### config.mk
export PLATFORM = sky130hd
export DESIGN_NAME = mem_to_reg_bridge
export DESIGN_NICKNAME = d
export VERILOG_FILES = /design/src/rtl/mem_to_reg_bridge.sv
export SDC_FILE = /design/constraint.sdc
export NUM_CORES = 1
export LEC_CHECK = 0
export CORE_ASPECT_RATIO = 0.8
export CORE_MARGIN = 2
export CORE_UTILIZATION = 39
export CTS_CLUSTER_DIAMETER = 120
export CTS_CLUSTER_SIZE = 16
export DETAILED_ROUTE_END_ITERATION = 16
export GPL_ROUTABILITY_DRIVEN = 0
export PLACE_DENSITY_LB_ADDON = 0.25
export SYNTH_ARGS = -nofsm -noshare
export SYNTH_HDL_FRONTEND = slang
export SYNTH_SLANG_ARGS = --single-unit
export TNS_END_PERCENT = 5
### constraint.sdc
create_clock -name clk_i -period 1.5 [get_ports clk_i]
set_input_delay 0.15 -clock clk_i [delete_from_list [all_inputs] [get_ports clk_i]]
set_output_delay 0.15 -clock clk_i [all_outputs]
set_load 0.02 [all_outputs]
### src/rtl/mem_to_reg_bridge.sv
`default_nettype none
// ============================================================================
// Module   : mem_to_reg_bridge
// Purpose  : Converts a req/gnt memory-style port into a single-outstanding
//            register-bus access with a one-cycle response strobe and an
//            optional access timeout.
// Revision : 1.0 - initial release
// ============================================================================

package mem_to_reg_bridge_pkg;

   // Default register-bus request, sized for the default 48-bit address and 32-bit data path
   typedef struct packed {
      logic [47:0] addr;
      logic        write;
      logic [31:0] wdata;
      logic [3:0]  wstrb;
      logic        valid;
   } reg_req_t;

   // Default register-bus response, sized for the default 32-bit data path
   typedef struct packed {
      logic [31:0] rdata;
      logic        error;
      logic        ready;
   } reg_rsp_t;

endpackage

module mem_to_reg_bridge #(
   parameter int unsigned AddrWidth     = 48,
   parameter int unsigned DataWidth     = 32,
   parameter int unsigned TimeoutCycles = 1024,
   parameter type         req_t         = mem_to_reg_bridge_pkg::reg_req_t,
   parameter type         rsp_t         = mem_to_reg_bridge_pkg::reg_rsp_t
) (
   input  logic                   clk_i,
   input  logic                   rst_ni,
   input  logic                   mem_req_i,
   input  logic [AddrWidth-1:0]   mem_addr_i,
   input  logic                   mem_we_i,
   input  logic [DataWidth-1:0]   mem_wdata_i,
   input  logic [DataWidth/8-1:0] mem_be_i,
   output logic                   mem_gnt_o,
   output logic                   mem_rsp_valid_o,
   output logic [DataWidth-1:0]   mem_rsp_rdata_o,
   output logic                   mem_rsp_error_o,
   output req_t                   reg_req_o,
   input  rsp_t                   reg_rsp_i
);

   // The counter only ever needs to reach TimeoutCycles-1 before the abort fires
   localparam int unsigned CntWidth = (TimeoutCycles > 1) ? $clog2(TimeoutCycles) : 1;
   localparam logic [CntWidth-1:0] CntLast =
      CntWidth'((TimeoutCycles > 0) ? (TimeoutCycles - 1) : 0);
   localparam logic [CntWidth-1:0] CntMax = '1;

   typedef enum logic [1:0] {
      IDLE  = 2'd0,
      ISSUE = 2'd1,
      RESP  = 2'd2
   } state_t;

   state_t                 r_state;
   state_t                 w_state_next;
   logic [AddrWidth-1:0]   r_addr;
   logic                   r_we;
   logic [DataWidth-1:0]   r_wdata;
   logic [DataWidth/8-1:0] r_be;
   logic [DataWidth-1:0]   r_rdata;
   logic                   r_error;
   logic [CntWidth-1:0]    r_cnt;
   logic                   w_gnt;
   logic                   w_timeout;

   // A grant is only possible while not waiting on the bus; reset masks it
   // because the asynchronously-cleared state alone would let it follow mem_req_i.
   assign w_gnt     = rst_ni && mem_req_i && (r_state != ISSUE);
   assign w_timeout = (TimeoutCycles != 0) && (r_cnt == CntLast);

   // State register
   always_ff @(posedge clk_i or negedge rst_ni) begin
      if (!rst_ni) begin
         r_state <= IDLE;
      end else begin
         r_state <= w_state_next;
      end
   end

   // Request capture on grant; response capture on ready or timeout abort
   always_ff @(posedge clk_i or negedge rst_ni) begin
      if (!rst_ni) begin
         r_addr  <= '0;
         r_we    <= 1'b0;
         r_wdata <= '0;
         r_be    <= '0;
         r_rdata <= '0;
         r_error <= 1'b0;
      end else begin
         if (w_gnt) begin
            r_addr  <= mem_addr_i;
            r_we    <= mem_we_i;
            r_wdata <= mem_wdata_i;
            r_be    <= mem_be_i;
         end
         if (r_state == ISSUE) begin
            if (reg_rsp_i.ready) begin
               // Writes never return data, even when the slave drives some
               r_rdata <= r_we ? '0 : reg_rsp_i.rdata;
               r_error <= reg_rsp_i.error;
            end else if (w_timeout) begin
               r_rdata <= '0;
               r_error <= 1'b1;
            end
         end
      end
   end

   // Timeout counter: restarts with each access, saturates instead of wrapping
   always_ff @(posedge clk_i or negedge rst_ni) begin
      if (!rst_ni) begin
         r_cnt <= '0;
      end else if (w_gnt) begin
         r_cnt <= '0;
      end else if ((r_state == ISSUE) && !reg_rsp_i.ready && (r_cnt != CntMax)) begin
         r_cnt <= r_cnt + CntWidth'(1);
      end
   end

   // Next-state and output decode; ready takes priority over the timeout
   always_comb begin
      w_state_next    = r_state;
      mem_gnt_o       = w_gnt;
      mem_rsp_valid_o = 1'b0;
      mem_rsp_rdata_o = '0;
      mem_rsp_error_o = 1'b0;
      reg_req_o       = '0;
      case (r_state)
         IDLE: begin
            if (w_gnt) w_state_next = ISSUE;
         end
         ISSUE: begin
            reg_req_o.valid = 1'b1;
            reg_req_o.addr  = r_addr;
            reg_req_o.write = r_we;
            reg_req_o.wdata = r_wdata;
            reg_req_o.wstrb = r_be;
            if (reg_rsp_i.ready || w_timeout) w_state_next = RESP;
         end
         RESP: begin
            mem_rsp_valid_o = 1'b1;
            mem_rsp_rdata_o = r_rdata;
            mem_rsp_error_o = r_error;
            w_state_next    = w_gnt ? ISSUE : IDLE;
         end
         default: begin
            w_state_next = IDLE;
         end
      endcase
   end

endmodule
`default_nettype wire

==> flow_metrics.tcl <==
set metrics [dict create \
    outcome "complete, but fails checks" \
    violations "negative setup slack" \
    cts-htree-levels 4 \
    wl_per_cell_um 15.7 \
    yosysSeqAreaShare 0.560 \
    dpl_worst_slack_ns -0.255 \
    cellPowerDensity_nw_per_um2 1230 \
    viasPerCell 4.73 \
    cts_root_buf "clkbuf_16" \
    startpoint_type "flip-flop" \
    rsz0062_at_grt "yes" \
    worst_pin_slew_ns 0.674 \
    critical_path_arrival_ns 1.68 \
    final_cell_mix "nand2_1 (261), dfrtp_1 (130), clkdlybuf4s50_1 (120), buf_6 (78), buf_4 (73)" \
    rows 39 \
    die_y_um 113 \
    synth_compound_area_frac 0.0747 \
    yosysUniqueCellTypes 38 \
    clk_pin_slew_worst_paths_ns 0.05 \
    first_pass_iters 5 \
    final_common_cell "nand2_1" \
    ys_warn_count 0 \
    cts-buffers-inserted 17 \
    ant_nets 0 \
    synth_seq_cells 130 \
    drc 0 \
    cts_buffer_depth 2 \
    start_util 0.402 \
    reg2reg_slack_ns -0.21 \
    die_w_um 140 \
    maxCapViolCount 0 \
    syn2layout_area_growth_pct 64.3 \
    drv_slew 0 \
    power_leakage_nw 4.80 \
    antenna_found_initial 0 \
    antenna_cells 0 \
    cts.sinks 130 \
    fin_nets 1020 \
    grt_pass1_wl_um 27400 \
    finalSetupViolations 246 \
    skew_ns 0.00721 \
    avgSynthCellArea_sq_um 9.22 \
    netlist_area_sq_um 5810 \
    drt_wl_total_um 17200 \
    synth_cells 630 \
    worstHoldPathType "in -> reg" \
    path_class "reg -> out" \
    timing.final.crit_share 1.22 \
    syn-num-nets 753 \
    async_flop_share 1.00 \
    fin_area_sq_um 9550 \
    synth_top_cell_area_share 0.560 \
    drtIter0Drc 257 \
    synth-edff-count 0 \
    nFillCells 1111 \
    critPathMaxFanout 4 \
    grt_start_max_net_pins 131 \
    hold_viol 0 \
    portBuffers 242 \
    synth_area_leaders "dfrtp_1 (56%), nand2_1 (17%), and2_1 (13%)" \
    cp-end-kind "output pin" \
    synth_top_family_by_area "simple AND/OR/NAND/NOR gates" \
    grt_pass1_vias 5330 \
    cts_tree "built" \
    fin_ws_ns -0.327 \
    slew_headroom 0.550 \
    drive_gt1_frac 0.285 \
    ir_drop_mv 0.755 \
    dp_hpwl_um 11000 \
    grt_use_total 0.220 \
    synthMuxAreaShare 0 \
    synth_top_area_cell "dfrtp_1" \
    synthXorXnorAreaFrac 0.00301 \
    dieArea_sq_um 15900 \
    grt_overflow_total 0 \
    synth_ff_type "dfrtp_1" \
    core_area_sq_um 14400 \
    io_pins 243 \
    cp.required_ns 1.35 \
    period_minus_slack_ns 1.83 \
    max_freq_ghz 0.547 \
    clk_latency_ns 0.41 \
    placed_area_sq_um 8590 \
    synthAdderAreaFrac 0.00215 \
    via_count 5173 \
    synth-simple-area-share 0.317 \
]
==> layer usage <==
layer  track usage  share of wire  vias up
met4        0.0733          0.018        0
met2         0.342           0.45      185
li1              -              -     2534
met5             0              0        -
met3        0.0677          0.069       22
met1         0.297           0.46     2432
==> power breakdown <==
| group | internal [mW] | switching (mW) | total (mW) |
|---|---|---|---|
| combinational | 1.57 | 1.36 | 2.93 |
| sequential | 4.24 | 0.423 | 4.66 |
| clock | 2.68 | 1.45 | 4.13 |
==> cell type report <==
type                    count  area [sq um]  share of cell area
well taps                 184           230              0.0241
clock inverters            10           134              0.0140
repair buffers            289          2960               0.310
flip-flops and latches    130          3250               0.341
clock buffers              21           460              0.0482
inverters                   4          22.5             0.00236
multi-input cells         455          2490               0.261
==> registers in the layout (all words and copies together), names as in the netlist <==
| signal | cells |
|---|---|
| r_addr | 48 |
| r_rdata | 32 |
| r_wdata | 32 |
| r_cnt | 10 |
| r_be | 4 |
| r_state | 2 |
| r_error | 1 |
| r_we | 1 |
==> through the flow <==
step	total power [mW]	std cells	utilization	setup TNS (ns)	hold WS (ns)
3_5_place_dp	7.26	1047	0.595	-39.60	0.356
2_1_floorplan	5.92	630	-	-0.545	-0.146
3_3_place_gp	7.18	1047	0.595	-32.09	0.348
6_report	11.7	1093	0.661	-43.00	0.139
4_1_cts	11.8	1091	0.655	-44.65	0.116
5_1_grt	12.3	1093	0.661	-62.01	0.156
==> cells in the mapped netlist, types with 2 or more instances <==
cell type / number
inv_1: 3
nand2_1: 262
o21ai_0: 2
xnor2_1: 2
dfrtp_1: 130
buf_2: 18
buf_6: 7
nor3_1: 2
o211ai_1: 2
nand4_1: 2
nor2_1: 2
a22o_1: 32
clkbuf_1: 14
o31ai_1: 2
and2_1: 118
nor2b_1: 2
nand3_1: 6
o21ai_1: 4
==> what timing repair did <==
item                       in CTS  in global routing
hold endpoints to repair      130                  0
setup endpoints to repair     248                250
gates cloned                    4                  0
gates resized for setup       705                 38
pin swaps                      49                 32
buffers inserted                8                  4
hold buffers                    1                  0
==> worst max-delay path: stages (launching register included) <==
cell and delay [ns]:
dfrtp_1 0.38, nor2b_4 0.14, buf_6 0.13, buf_12 0.12, or2_4 0.25, clkinv_4 0.06, buf_12 0.09, buf_8 0.10
==> worst paths after layout <==
path	cells past startpoint	startpoint	to
min in group asynchronous	3	rst_ni	r_wdata[23]
max in group asynchronous	3	rst_ni	r_addr[46]
worst max register to register	9	r_state[0]	r_we
worst max-delay path	7	r_state[0]	mem_gnt_o
worst min-delay path	4	rst_ni	r_state[0]
worst min register to register	2	r_addr[19]	r_addr[19]
==> logic make-up (layout without fill, tap and decap cells) <==
logic type                 Yosys count  in the layout
AOI/OAI and AO/OA                   52             52
DFF                                130            130
adders and majority gates            1              1
and+or+nand+nor                    400            400
buffers and inverters               45            324
xor gates and xnor gates             2              2
Note: power is estimated with default switching activity, not from simulation.
